<file path="src/rtl/vc16_ifetch_if.sv">
`default_nettype none
// ---------------------------------------------------------------------------
// vc16_ifetch_if : fetch-unit bus (control, instruction memory, decoder side)
// Revision 1.0
// ---------------------------------------------------------------------------
interface vc16_ifetch_if #(
  parameter int RV = 32
);
  logic          stall;
  logic          redirect;
  logic [RV-1:0] redirect_pc;
  logic          mem_req;
  logic [RV-1:0] mem_addr;
  logic          mem_ack;
  logic [31:0]   mem_rdata;
  logic          mem_fault;
  logic [15:0]   ins;
  logic          idone;
  logic [RV-1:0] ins_pc;
  logic          ins_fault;

  modport master (
    input  stall, redirect, redirect_pc, mem_ack, mem_rdata, mem_fault,
    output mem_req, mem_addr, ins, idone, ins_pc, ins_fault
  );

  modport slave (
    output stall, redirect, redirect_pc, mem_ack, mem_rdata, mem_fault,
    input  mem_req, mem_addr, ins, idone, ins_pc, ins_fault
  );
endinterface
`default_nettype wire

</file>
<file path="src/rtl/vc16_ifetch.sv">
`default_nettype none
// ---------------------------------------------------------------------------
// vc16_ifetch : 32-bit word fetch, split into 16-bit instructions with PC tag
// Revision 1.0
// ---------------------------------------------------------------------------
module vc16_ifetch #(
  parameter int            RV       = 32,
  parameter logic [RV-1:0] RESET_PC = '0
) (
  input  logic            clk,
  input  logic            reset,
  vc16_ifetch_if.master   bus
);

  typedef enum logic [1:0] {
    S_FETCH = 2'd0,
    S_ISSUE = 2'd1,
    S_DRAIN = 2'd2,
    S_HALT  = 2'd3
  } state_t;

  state_t        r_state;
  logic [RV-1:0] r_pc;
  logic [31:0]   r_buf;
  logic          r_buf_vld;
  logic          r_buf_fault;
  logic          r_mem_req;
  logic [RV-1:0] r_mem_addr;
  logic [15:0]   r_ins;
  logic [RV-1:0] r_ins_pc;
  logic          r_ins_fault;

  logic          w_issue;
  logic [15:0]   w_half;
  logic [15:0]   w_ins;
  logic [RV-1:0] w_pc_inc;
  logic [RV-1:0] w_redir_pc;

  assign w_half     = r_pc[1] ? r_buf[31:16] : r_buf[15:0];
  // A faulting fetch delivers all-zero, which the decoder treats as a trap.
  assign w_ins      = r_buf_fault ? 16'h0000 : w_half;
  assign w_pc_inc   = r_pc + {{(RV-2){1'b0}}, 2'b10};
  assign w_redir_pc = bus.redirect_pc & ~{{(RV-1){1'b0}}, 1'b1};
  assign w_issue    = reset && (r_state == S_ISSUE) && r_buf_vld
                      && !bus.stall && !bus.redirect;

  always_ff @(posedge clk) begin
    if (!reset) begin
      r_state     <= S_FETCH;
      r_pc        <= RESET_PC;
      r_buf       <= '0;
      r_buf_vld   <= 1'b0;
      r_buf_fault <= 1'b0;
      r_mem_req   <= 1'b0;
      r_mem_addr  <= {RESET_PC[RV-1:2], 2'b00};
      r_ins       <= '0;
      r_ins_pc    <= RESET_PC;
      r_ins_fault <= 1'b0;
    end else if (bus.redirect) begin
      r_pc        <= w_redir_pc;
      r_buf_vld   <= 1'b0;
      r_buf_fault <= 1'b0;
      // An unacknowledged request must finish before the new target is fetched.
      if (r_mem_req && !bus.mem_ack) begin
        r_state <= S_DRAIN;
      end else begin
        r_state    <= S_FETCH;
        r_mem_req  <= 1'b1;
        r_mem_addr <= {w_redir_pc[RV-1:2], 2'b00};
      end
    end else begin
      case (r_state)
        S_FETCH: begin
          if (r_mem_req && bus.mem_ack) begin
            r_buf       <= bus.mem_rdata;
            r_buf_fault <= bus.mem_fault;
            r_buf_vld   <= 1'b1;
            r_mem_req   <= 1'b0;
            r_state     <= S_ISSUE;
          end else begin
            r_mem_req  <= 1'b1;
            r_mem_addr <= {r_pc[RV-1:2], 2'b00};
          end
        end
        S_ISSUE: begin
          if (w_issue) begin
            r_ins       <= w_ins;
            r_ins_pc    <= r_pc;
            r_ins_fault <= r_buf_fault;
            if (r_buf_fault) begin
              r_buf_vld <= 1'b0;
              r_state   <= S_HALT;
            end else begin
              r_pc <= w_pc_inc;
              if (r_pc[1]) begin
                r_buf_vld  <= 1'b0;
                r_state    <= S_FETCH;
                r_mem_req  <= 1'b1;
                r_mem_addr <= {w_pc_inc[RV-1:2], 2'b00};
              end
            end
          end
        end
        S_DRAIN: begin
          if (bus.mem_ack) begin
            r_state    <= S_FETCH;
            r_mem_addr <= {r_pc[RV-1:2], 2'b00};
          end
        end
        S_HALT: begin
          r_mem_req <= 1'b0;
        end
        default: begin
          r_state <= S_FETCH;
        end
      endcase
    end
  end

  assign bus.mem_req   = r_mem_req;
  assign bus.mem_addr  = r_mem_addr;
  assign bus.idone     = w_issue;
  assign bus.ins       = w_issue ? w_ins       : r_ins;
  assign bus.ins_pc    = w_issue ? r_pc        : r_ins_pc;
  assign bus.ins_fault = w_issue ? r_buf_fault : r_ins_fault;

endmodule
`default_nettype wire

</file>
<file path="src/flat_wrapper.sv">
// flat-port wrapper written by rule: the top's interface ports become plain ports
module vc16_ifetch_flat 
#(
  parameter int            RV       = 32,
  parameter logic [RV-1:0] RESET_PC = '0
)
  (clk, reset, bus_stall, bus_redirect, bus_redirect_pc, bus_mem_ack, bus_mem_rdata, bus_mem_fault, bus_mem_req, bus_mem_addr, bus_ins, bus_idone, bus_ins_pc, bus_ins_fault);
  vc16_ifetch_if #(.RV(RV)) bus_i ();
  input  logic clk;
  input  logic reset;
  input wire logic [$bits(bus_i.stall)-1:0] bus_stall;
  input wire logic [$bits(bus_i.redirect)-1:0] bus_redirect;
  input wire logic [$bits(bus_i.redirect_pc)-1:0] bus_redirect_pc;
  input wire logic [$bits(bus_i.mem_ack)-1:0] bus_mem_ack;
  input wire logic [$bits(bus_i.mem_rdata)-1:0] bus_mem_rdata;
  input wire logic [$bits(bus_i.mem_fault)-1:0] bus_mem_fault;
  output wire logic [$bits(bus_i.mem_req)-1:0] bus_mem_req;
  output wire logic [$bits(bus_i.mem_addr)-1:0] bus_mem_addr;
  output wire logic [$bits(bus_i.ins)-1:0] bus_ins;
  output wire logic [$bits(bus_i.idone)-1:0] bus_idone;
  output wire logic [$bits(bus_i.ins_pc)-1:0] bus_ins_pc;
  output wire logic [$bits(bus_i.ins_fault)-1:0] bus_ins_fault;
  assign bus_i.stall = bus_stall;
  assign bus_i.redirect = bus_redirect;
  assign bus_i.redirect_pc = bus_redirect_pc;
  assign bus_i.mem_ack = bus_mem_ack;
  assign bus_i.mem_rdata = bus_mem_rdata;
  assign bus_i.mem_fault = bus_mem_fault;
  assign bus_mem_req = bus_i.mem_req;
  assign bus_mem_addr = bus_i.mem_addr;
  assign bus_ins = bus_i.ins;
  assign bus_idone = bus_i.idone;
  assign bus_ins_pc = bus_i.ins_pc;
  assign bus_ins_fault = bus_i.ins_fault;
  vc16_ifetch #(.RV(RV), .RESET_PC(RESET_PC)) u_core (.clk(clk), .reset(reset), .bus(bus_i));
endmodule
</file>
<file path="config.mk">
export PLATFORM = sky130hd
export DESIGN_NAME = vc16_ifetch_flat
export DESIGN_NICKNAME = d
export VERILOG_FILES = /design/src/rtl/vc16_ifetch_if.sv /design/src/rtl/vc16_ifetch.sv /design/src/flat_wrapper.sv
export SDC_FILE = /design/constraint.sdc
export NUM_CORES = 1
export LEC_CHECK = 0
export CORE_MARGIN = 2
export CORE_UTILIZATION = 45
export CTS_BUF_LIST = sky130_fd_sc_hd__clkbuf_4 sky130_fd_sc_hd__clkbuf_8
export DETAILED_ROUTE_END_ITERATION = 10
export MAX_ROUTING_LAYER = met4
export PLACE_DENSITY = 0.72
export SKIP_CTS_REPAIR_TIMING = 1
export SYNTH_ARGS = -nofsm -noshare
export SYNTH_HDL_FRONTEND = slang
export SYNTH_SLANG_ARGS = --single-unit
</file>
<file path="constraint.sdc">
create_clock -name clk -period 2.8 [get_ports clk]
set_input_delay 0.56 -clock clk [delete_from_list [all_inputs] [get_ports clk]]
set_output_delay 0.56 -clock clk [all_outputs]
set_load 0.005 [all_outputs]
</file>
Yosys cells after proc, flatten, opt, wreduce, memory -nomap -nowiden --
Index checks and enable logic that the tools add are counted.
Word-level totals: output and inout bits 83, register bits after elaboration 150, input bits 70
Operators by class: bitwise gates (word level) 3, add/subtract/negate cells 1, reductions and logical operators 25, multiplexer cells 37, equal/unequal tests 15
Operator list (count):
- 32-bit 2-to-1 mux | 12
- 32-bit case mux with 3 select lines | 1
- 16-bit 2-to-1 mux | 3
- 32-bit by 2-bit adder with 32-bit output, second input constant | 1
- 2-bit 2-to-1 mux | 7
- 1-bit 2-to-1 mux | 11
- 5-bit AND reduction | 2
- 3-bit by 2-bit != test with 1-bit output, second input constant | 3
- 3-bit != test, second input constant | 3
- 3-bit AND reduction | 3
- 4-bit nonzero test | 2
- 7-bit AND reduction | 1
- 1-bit logical AND | 6
- 2-bit case mux with 3 select lines | 1
- 2-bit nonzero test | 3
- 2-bit equality test, second input constant | 2
- 2-bit by 1-bit != test with 1-bit output, second input constant | 2
- 2-bit != test, second input constant | 2
- 4-bit by 2-bit != test with 1-bit output, second input constant | 1
- 2-bit AND reduction | 2
- 4-bit AND reduction | 1
- 1-bit zero test | 3
- 3-bit by 1-bit != test with 1-bit output, second input constant | 1
- 1-bit inverter | 3
- 5 further kinds | 5

Logic depth before layout (Yosys ltp) --
Gate-level depths: netlist of the first run.
depth in word-level cells 8, mapped depth 10, gate-level depth less buffers 6

Least setup slack after synthesis of the first run --
Ideal clock, no wire load.
path type input port to output port, start in reset, end out bus_ins_pc[1], required time 2240 ps, data arrival time 1841 ps, buffers on the path 3, slack 399 ps, stages 8, cells stage by stage buf_2 -> nand2b_1 -> or4b_1 -> clkbuf_1 -> inv_2 -> buf_2 -> nand2_1 -> nand2_1
On the way: word-level cells in the longest chain between the ends 5
Ends and longest elaborated chain:
- start, declared | RTL line flat_wrapper.sv:10 | input logic reset;
- 1-bit logical AND (2 in a row) | RTL line vc16_ifetch.sv:44 | assign w_issue = reset && (r_state == S_ISSUE) && r_buf_vld
- 1-bit logical AND (2 in a row) | RTL line vc16_ifetch.sv:45 | && !bus.stall && !bus.redirect;
- net bus_idone | RTL line flat_wrapper.sv:20 | output wire logic [$bits(bus_i.idone)-1:0] bus_idone;
- 32-bit 2-to-1 mux | RTL line vc16_ifetch.sv:124 | assign bus.ins_pc = w_issue ? r_pc : r_ins_pc;
- end, declared | RTL line flat_wrapper.sv:21 | output wire logic [$bits(bus_i.ins_pc)-1:0] bus_ins_pc;
The timed path passes the listed nets, and every way through them passes these cells.

Worst setup path in the final report of the first run --
start reg u_core.r_state[1], end out bus_ins_pc[18]
On the way: word-level cells in the longest chain between the ends 6
Ends and longest elaborated chain:
- start, declared | RTL line vc16_ifetch.sv:22 | state_t r_state;
- start signal, assigned | RTL line vc16_ifetch.sv:49 | r_state <= S_FETCH;
- start signal, assigned | RTL line vc16_ifetch.sv:65 | r_state <= S_DRAIN;
- start signal, assigned | RTL line vc16_ifetch.sv:67 | r_state <= S_FETCH;
- 2-bit by 1-bit equality test with 1-bit output | RTL line vc16_ifetch.sv:44
- 1-bit logical AND (2 in a row) | RTL line vc16_ifetch.sv:44
- 1-bit logical AND (2 in a row) | RTL line vc16_ifetch.sv:45
- 32-bit 2-to-1 mux | RTL line vc16_ifetch.sv:124
No other way between the ends.

==> qor.log, run 1 <==
qor: status.status finished, violations left
qor: status.failed_checks setup timing
qor: worst_setup_path.timing.critical_path.required 2.24 ns
qor: global_route.antenna_found_initial 1
qor: sta.final.setup_skew 0.0125 ns
qor: worst_setup_path.worstSetupStartpointType flop
qor: min_path.timing.hold.worst_path_depth 2
qor: logic_synthesis.synth.ff_latch_count 147
qor: worst_setup_path.crit_fanout 10
qor: routing.drt-vias-per-instance 5.40
qor: cts.cts_made_buffers 17
qor: floorplanning.core-area 15900 um2
qor: cts.clk_pin_slew 0.08 ns
qor: global_route.overflow 0
qor: final_layout.final_layout_size_suffix_gt1_frac 0.123
qor: run.timing.max_cap.violations 0
qor: sta.timing_hold_violations_final 0
qor: logic_synthesis.synthesis.instances 931
qor: worst_setup_path.crit_path_start u_core.r_state[1]$_SDFFE_PN0P_
qor: final_layout.synthToLayoutAreaGrowth 33.7%
qor: floorplanning.chip_width 131 um
qor: logic_synthesis.post_synth_instance_area 7300 um2
qor: sta.layout_setup_ws -0.171 ns
qor: routing.route.antenna.remaining_nets 0
qor: power_and_ir_drop.power.density_cell_area 459 nW/um2
qor: logic_synthesis.synth-edff-count 0
qor: floorplanning.io-pin-count 153
qor: floorplanning.floorplan.rows 46
qor: sta.highest_clock_rate 0.337 GHz
qor: cts.ctsRootBufferMaster sky130_fd_sc_hd__clkbuf_8
qor: sta.finalSetupTns -0.672 ns
qor: sta.fin_crit 2.97 ns
qor: logic_synthesis.ys_seq_area_frac 0.403
qor: placement.post-place-ws -0.471 ns
qor: min_path.hold_path.startpoint u_core.r_buf[12]$_SDFFE_PN0P_
qor: global_route.grt.total_usage 0.242
qor: worst_setup_path.cp-end-kind output port
qor: placement.gp_routability_congestion 0.863
qor: final_layout.sequential_cell_area 2940 um2
qor: logic_synthesis.ys_types 70
qor: routing.routed_wire_length_per_instance 16.0 um
qor: logic_synthesis.synth-warning-count 0
qor: routing.dr.first_iter.drc_count 539
qor: global_route.first_global_vias 6491
qor: final_layout.n_fill_cell 1428
qor: placement.detailedPlacementHpwl 13700 um
qor: sta.drv_slew 0
qor: global_route.grt_start_max_net_pins 107
qor: worst_setup_path.arrival 2.41 ns
qor: routing.remaining_drc_errors 0
qor: floorplanning.initial_util 0.459
qor: worst_setup_path.worstPathCellList nand2b_4, or4b_4, inv_6, clkbuf_16, nand2_1, nand2_1, clkdlybuf4s50_1
qor: worst_setup_path.timing_worst_setup_path_type reg2out
qor: cts.worstSkewPairLatency 0.45 ns
qor: cts.cts_htree_levels 4
qor: worst_setup_path.critical_path.max_stage_delay 0.57 ns
qor: power_and_ir_drop.max_vdd_drop 0.326 mV
qor: logic_synthesis.synth-main-ff-cell sky130_fd_sc_hd__dfxtp_1
qor: final_layout.multiInputGateArea 3990 um2
qor: floorplanning.die_height 131 um
qor: cts.cts.sink_count 147
qor: sta.grt_setup_unrepaired true
qor: routing.wire_length_after_detailed_routing 21000 um
qor: sta.max-slew-margin-rel 0.225
qor: logic_synthesis.synthesis.area_per_instance 7.84 um2
qor: sta.slew_of_the_pin_with_the_lowest_slew_margin 1.16 ns
qor: logic_synthesis.async_flop_share 0
qor: worst_setup_path.crit_slowest_cell sky130_fd_sc_hd__or4b_4
qor: power_and_ir_drop.p_leak 0.00456 uW
qor: min_path.timing.hold.worst.class reg2reg
qor: worst_setup_path.worst_path_most_repeated_cell sky130_fd_sc_hd__nand2_1
qor: cts.cts-root-to-sink-buffers 2
qor: global_route.first_pass_grt_wire_length 33000 um
qor: cts.clock_tree_from_tritoncts done
qor: sta.layout_worst_path_cycle_share 1.06
qor: placement.portBuffers 149
qor: worst_setup_path.timing.rr.start u_core.r_pc[2]$_SDFFE_PN0P_
qor: floorplanning.dieArea 17300 um2
qor: routing.vias 7059
qor: routing.drt_pass1_iterations 5
qor: worst_setup_path.ff2ff_path_depth 6
qor: final_layout.nNetsFinal 1152
qor: sta.setup-violations-final 4
## worst max-delay path, delay by kind of cell (launching register included)
family | cells | cell delay (ns)
AND/OR/NAND/NOR | 4 | 0.86
buffers and inverters | 3 | 0.78
flip-flops | 1 | 0.32
## per-stage QoR
stage / instances / hold slack [ns] / utilization / cell area (um2) / power, uW
2_1_floorplan: 932 / 0.436 / - / 7300 / 2660
3_3_place_gp: 1265 / 0.441 / 0.570 / 9050 / 2970
3_5_place_dp: 1265 / 0.447 / 0.570 / 9050 / 2980
4_1_cts: 1294 / 0.457 / 0.592 / 9400 / 4490
5_1_grt: 1308 / 0.478 / 0.614 / 9750 / 4660
6_report: 1308 / 0.454 / 0.614 / 9750 / 4480
## per-layer routing
| layer | global-route usage | vias to the layer above | share of wire |
|---|---|---|---|
| li1 | - | 3503 | - |
| met1 | 0.309 | 3302 | 0.44 |
| met2 | 0.370 | 228 | 0.46 |
| met3 | 0.0714 | 26 | 0.081 |
| met4 | 0.0761 | 0 | 0.017 |
| met5 | - | - | 0 |
## report_power, final
| part | switching, uW | internal (uW) |
|---|---|---|
| clock network | 772 | 767 |
| logic | 320 | 341 |
| registers | 94.6 | 2190 |
| total | 1190 | 3290 |
## cells by family after synthesis
logic type               synth area share
AO/OA/AOI/OAI                       0.161
buffers and inverters              0.0609
other                            0.000514
adder cells (fa/ha/maj)           0.00171
flip-flops                          0.403
AND/OR/NAND/NOR                     0.299
XOR/XNOR                           0.0432
multiplexers                       0.0303
## Yosys cell counts (5+ instances only)
master                     instances  area, um2
sky130_fd_sc_hd__a211oi_1          5       37.5
sky130_fd_sc_hd__a21oi_1          80        400
sky130_fd_sc_hd__and2_1           40        250
sky130_fd_sc_hd__and3_1            6       37.5
sky130_fd_sc_hd__and4_1            5       43.8
sky130_fd_sc_hd__buf_2            17       85.1
sky130_fd_sc_hd__buf_6             6       67.6
sky130_fd_sc_hd__clkbuf_1         48        180
sky130_fd_sc_hd__dfxtp_1         147       2940
sky130_fd_sc_hd__mux2i_1          21        210
sky130_fd_sc_hd__nand2_1         229        860
sky130_fd_sc_hd__nand2b_1         25        156
sky130_fd_sc_hd__nand3_1          33        165
sky130_fd_sc_hd__nand4_1          11       68.8
sky130_fd_sc_hd__nor2_1           30        113
sky130_fd_sc_hd__nor2b_1           8       50.1
sky130_fd_sc_hd__nor3_1           14       70.1
sky130_fd_sc_hd__nor4_1           17        106
sky130_fd_sc_hd__o211a_1          12        120
sky130_fd_sc_hd__o211ai_1          7       52.6
sky130_fd_sc_hd__o21ai_0          49        245
sky130_fd_sc_hd__xnor2_1          24        210
sky130_fd_sc_hd__xor2_1           12        105
## registers in the layout, indices dropped and copies added, names as in the netlist
name	cells
u_core.r_state	2
u_core.r_ins_fault	1
u_core.r_buf_fault	1
u_core.r_pc	31
u_core.r_ins	16
u_core.r_buf	32
u_core.r_ins_pc	32
u_core.bus.mem_req	1
u_core.r_buf_vld	1
u_core.bus.mem_addr	30
## worst paths after layout
check | to | slack, ns
worst max-delay path | bus_ins_pc[18] | -0.17
worst min-delay path | u_core.r_buf[12]$_SDFFE_PN0P_ | 0.45
worst max register to register | u_core.bus.mem_addr[29]$_SDFFE_PN0P_ | 0.40
worst min register to register | u_core.r_buf[12]$_SDFFE_PN0P_ | 0.45
## cells in the final DEF, fill, tap and decap left out, drive strengths merged, types with 7 or more instances in the layout
cell / netlist / final
a21oi: 80 / 80
and2: 40 / 40
and4: 7 / 7
buf: 29 / 63
clkbuf: 53 / 27
clkdlybuf4s50: 0 / 100
dfxtp: 147 / 147
dlymetal6s2s: 0 / 45
mux2i: 21 / 21
nand2: 230 / 230
nand2b: 25 / 25
nand3: 34 / 34
nand4: 14 / 14
nor2: 30 / 30
nor2b: 8 / 8
nor3: 15 / 15
nor4: 17 / 17
o211a: 12 / 12
o211ai: 7 / 7
o21ai: 50 / 50
xnor2: 24 / 24
xor2: 12 / 12
## cell type report
type / instances / share of cell area
Antenna cell: 1 / 0.000257
Clock buffer: 23 / 0.0299
Clock inverter: 6 / 0.00590
Inverter: 7 / 0.00321
Multi-Input combinational cell: 696 / 0.409
Sequential cell: 147 / 0.302
Tap cell: 216 / 0.0277
Timing Repair Buffer: 212 / 0.222
No activity file was read; power rests on OpenSTA's default activity.
==> inputs of run 2 (changes only) <==
--- a/config.mk
+++ b/config.mk
@@ -9,8 +9,9 @@
 export CORE_UTILIZATION = 45
 export CTS_BUF_LIST = sky130_fd_sc_hd__clkbuf_4 sky130_fd_sc_hd__clkbuf_8
 export DETAILED_ROUTE_END_ITERATION = 10
+export HOLD_SLACK_MARGIN = 0.05
 export MAX_ROUTING_LAYER = met4
-export PLACE_DENSITY = 0.72
+export PLACE_DENSITY = 0.75
 export SKIP_CTS_REPAIR_TIMING = 1
 export SYNTH_ARGS = -nofsm -noshare
 export SYNTH_HDL_FRONTEND = slang
==> constraint.sdc (replaced) <==
create_clock -name clk -period 2.5 [get_ports clk]
set_input_delay 0.5 -clock clk [delete_from_list [all_inputs] [get_ports clk]]
set_output_delay 0.5 -clock clk [all_outputs]
set_load 0.02 [all_outputs]
==> qor.log, run 2 (synthesis gave the netlist of run 1 again) <==
qor: status.status finished, violations left
qor: status.failed_checks setup timing
qor: floorplanning.dieArea 17300 um2
qor: floorplanning.chip_width 131 um
qor: routing.route.antenna.remaining_nets 0
qor: worst_setup_path.cp-end-kind output port
qor: cts.cts_made_buffers 17
qor: sta.timing_hold_violations_final 0
qor: global_route.grt.total_usage 0.248
qor: floorplanning.die_height 131 um
qor: cts.cts.sink_count 147
qor: worst_setup_path.timing.critical_path.required 2.00 ns
qor: global_route.grt_start_max_net_pins 107
qor: floorplanning.io-pin-count 153
qor: routing.wire_length_after_detailed_routing 21800 um
qor: worst_setup_path.crit_fanout 23
qor: worst_setup_path.timing_worst_setup_path_type reg2out
qor: global_route.antenna_found_initial 0
qor: power_and_ir_drop.max_vdd_drop 0.346 mV
qor: final_layout.multiInputGateArea 4280 um2
qor: worst_setup_path.arrival 2.15 ns
qor: final_layout.layout.cells.most_common_list sky130_fd_sc_hd__nand2_1 (179), sky130_fd_sc_hd__dfxtp_1 (146), sky130_fd_sc_hd__clkdlybuf4s50_1 (97), sky130_fd_sc_hd__buf_4 (83), sky130_fd_sc_hd__a21oi_1 (80)
qor: cts.clk_pin_slew 0.08 ns
qor: final_layout.final_area 10200 um2
qor: sta.slew_of_the_pin_with_the_lowest_slew_margin 1.10 ns
qor: placement.portBuffers 149
qor: placement.place_area 9250 um2
qor: final_layout.final_layout_size_suffix_gt1_frac 0.228
qor: routing.drt-vias-per-instance 5.46
qor: min_path.timing.hold.worst.class in2reg
qor: power_and_ir_drop.power.density_cell_area 529 nW/um2
qor: routing.remaining_drc_errors 0
qor: cts.ctsRootBufferMaster sky130_fd_sc_hd__clkbuf_8
qor: cts.clock_tree_from_tritoncts done
qor: global_route.first_pass_grt_wire_length 33900 um
qor: sta.grt_setup_unrepaired true
qor: routing.dr.first_iter.drc_count 491
qor: placement.post-place-ws -0.733 ns
qor: routing.vias 7240
qor: run.timing.max_cap.violations 0
qor: global_route.first_global_vias 6677
qor: sta.layout_setup_ws -0.152 ns
qor: sta.setup-violations-final 49
qor: cts.cts-root-to-sink-buffers 2
qor: routing.routed_wire_length_per_instance 16.4 um
qor: sta.final.setup_skew 0.0102 ns
qor: sta.final.hold.worst_slack 0.420 ns
qor: final_layout.largestRegisters u_core.r_buf (32), u_core.r_ins_pc (32), u_core.r_pc (31)
qor: power_and_ir_drop.p_total 5380 uW
qor: final_layout.n_fill_cell 1388
qor: routing.drt_pass1_iterations 6
qor: sta.max-slew-margin-rel 0.264
qor: global_route.overflow 0
qor: cts.worstSkewPairLatency 0.47 ns
qor: final_layout.mostFrequentLayoutCell sky130_fd_sc_hd__nand2_1
qor: floorplanning.initial_util 0.459
qor: final_layout.synthToLayoutAreaGrowth 39.4%
qor: final_layout.nNetsFinal 1168
qor: sta.fin_crit 2.65 ns
qor: final_layout.diodes 0
qor: placement.detailedPlacementHpwl 14400 um
qor: placement.gp_routability_congestion 0.858
qor: sta.highest_clock_rate 0.377 GHz
qor: final_layout.sequential_cell_area 2940 um2
qor: floorplanning.core-area 15900 um2
qor: worst_setup_path.worstSetupStartpointType flop
qor: sta.drv_slew 0
qor: sta.layout_worst_path_cycle_share 1.06
qor: cts.cts_htree_levels 4
qor: floorplanning.floorplan.rows 46
qor: power_and_ir_drop.p_leak 0.00429 uW
==> run 2: changes by cell type in the layout (fill, tap and decap cells not counted), sizes merged <==
cell	previous run	this run
bufinv	1	3
clkbuf	27	25
inv	5	4
diode	1	0
dlymetal6s2s	45	1
clkdlybuf4s50	100	97
buf	63	127
clkinv	6	8
==> run 2: report_power, final <==
| part | switching (uW) | total, uW | leakage, uW | internal, uW |
|---|---|---|---|---|
| logic | 462 | 872 | 0.00287 | 409 |
| registers | 95.5 | 2540 | 0.00120 | 2450 |
| clock network | 899 | 1960 | 0.000213 | 1060 |
==> run 2: layout make-up <==
cell class,instances,area share
Multi-Input combinational cell,696,0.421
Sequential cell,147,0.289
Timing Repair Buffer,228,0.219
Clock buffer,22,0.0279
Tap cell,216,0.0266
Clock inverter,9,0.0128
Inverter,7,0.00381
==> run 2: routing by layer <==
metal  part of all wire  global-route usage  up-vias
met1               0.43               0.312     3385
met4              0.016              0.0857        0
met3              0.079              0.0625       33
met5                  0                   -        -
met2               0.47               0.391      293
li1                   -                   -     3529
==> run 2: worst paths after layout <==
check                                      start                              endpoint  slack (ns)  cells after the start
setup / recovery  u_core.r_state[1]$_SDFFE_PN0P_                         bus_ins_pc[0]       -0.15                      5
setup reg to reg     u_core.r_pc[2]$_SDFFE_PN0P_  u_core.bus.mem_addr[23]$_SDFFE_PN0P_        0.06                      6
hold reg to reg    u_core.r_buf[21]$_SDFFE_PN0P_         u_core.r_buf[21]$_SDFFE_PN0P_        0.46                      2
hold / removal                             reset       u_core.r_buf_fault$_SDFFE_PP0P_        0.42                      4
==> run 2: worst max-delay path, cell delays in order, from the launching register on <==
cell                             delay [ns]
sky130_fd_sc_hd__dfxtp_2               0.32
sky130_fd_sc_hd__nand2b_4              0.14
sky130_fd_sc_hd__or4b_4                0.62
sky130_fd_sc_hd__buf_6                 0.21
sky130_fd_sc_hd__and2_1                0.18
sky130_fd_sc_hd__dlymetal6s2s_1        0.20
==> run 2: per-stage QoR <==
stage,instances,setup TNS (ns),util
final,1325,-4.34,0.640
after floorplan,932,0,-
after CTS,1317,-35.28,0.608
after global routing,1325,-7.31,0.640
after detailed placement,1286,-44.74,0.582
after global placement,1286,-42.54,0.582
==> inputs of run 3 (changes only) <==
--- a/config.mk
+++ b/config.mk
@@ -8,6 +8,7 @@
 export CORE_MARGIN = 2
 export CORE_UTILIZATION = 45
 export CTS_BUF_LIST = sky130_fd_sc_hd__clkbuf_4 sky130_fd_sc_hd__clkbuf_8
+export CTS_CLUSTER_SIZE = 25
 export DETAILED_ROUTE_END_ITERATION = 10
 export HOLD_SLACK_MARGIN = 0.05
 export MAX_ROUTING_LAYER = met4
==> results of run 3 <==
Same layout as run 2: the final DEF is identical, and so are final timing and power.
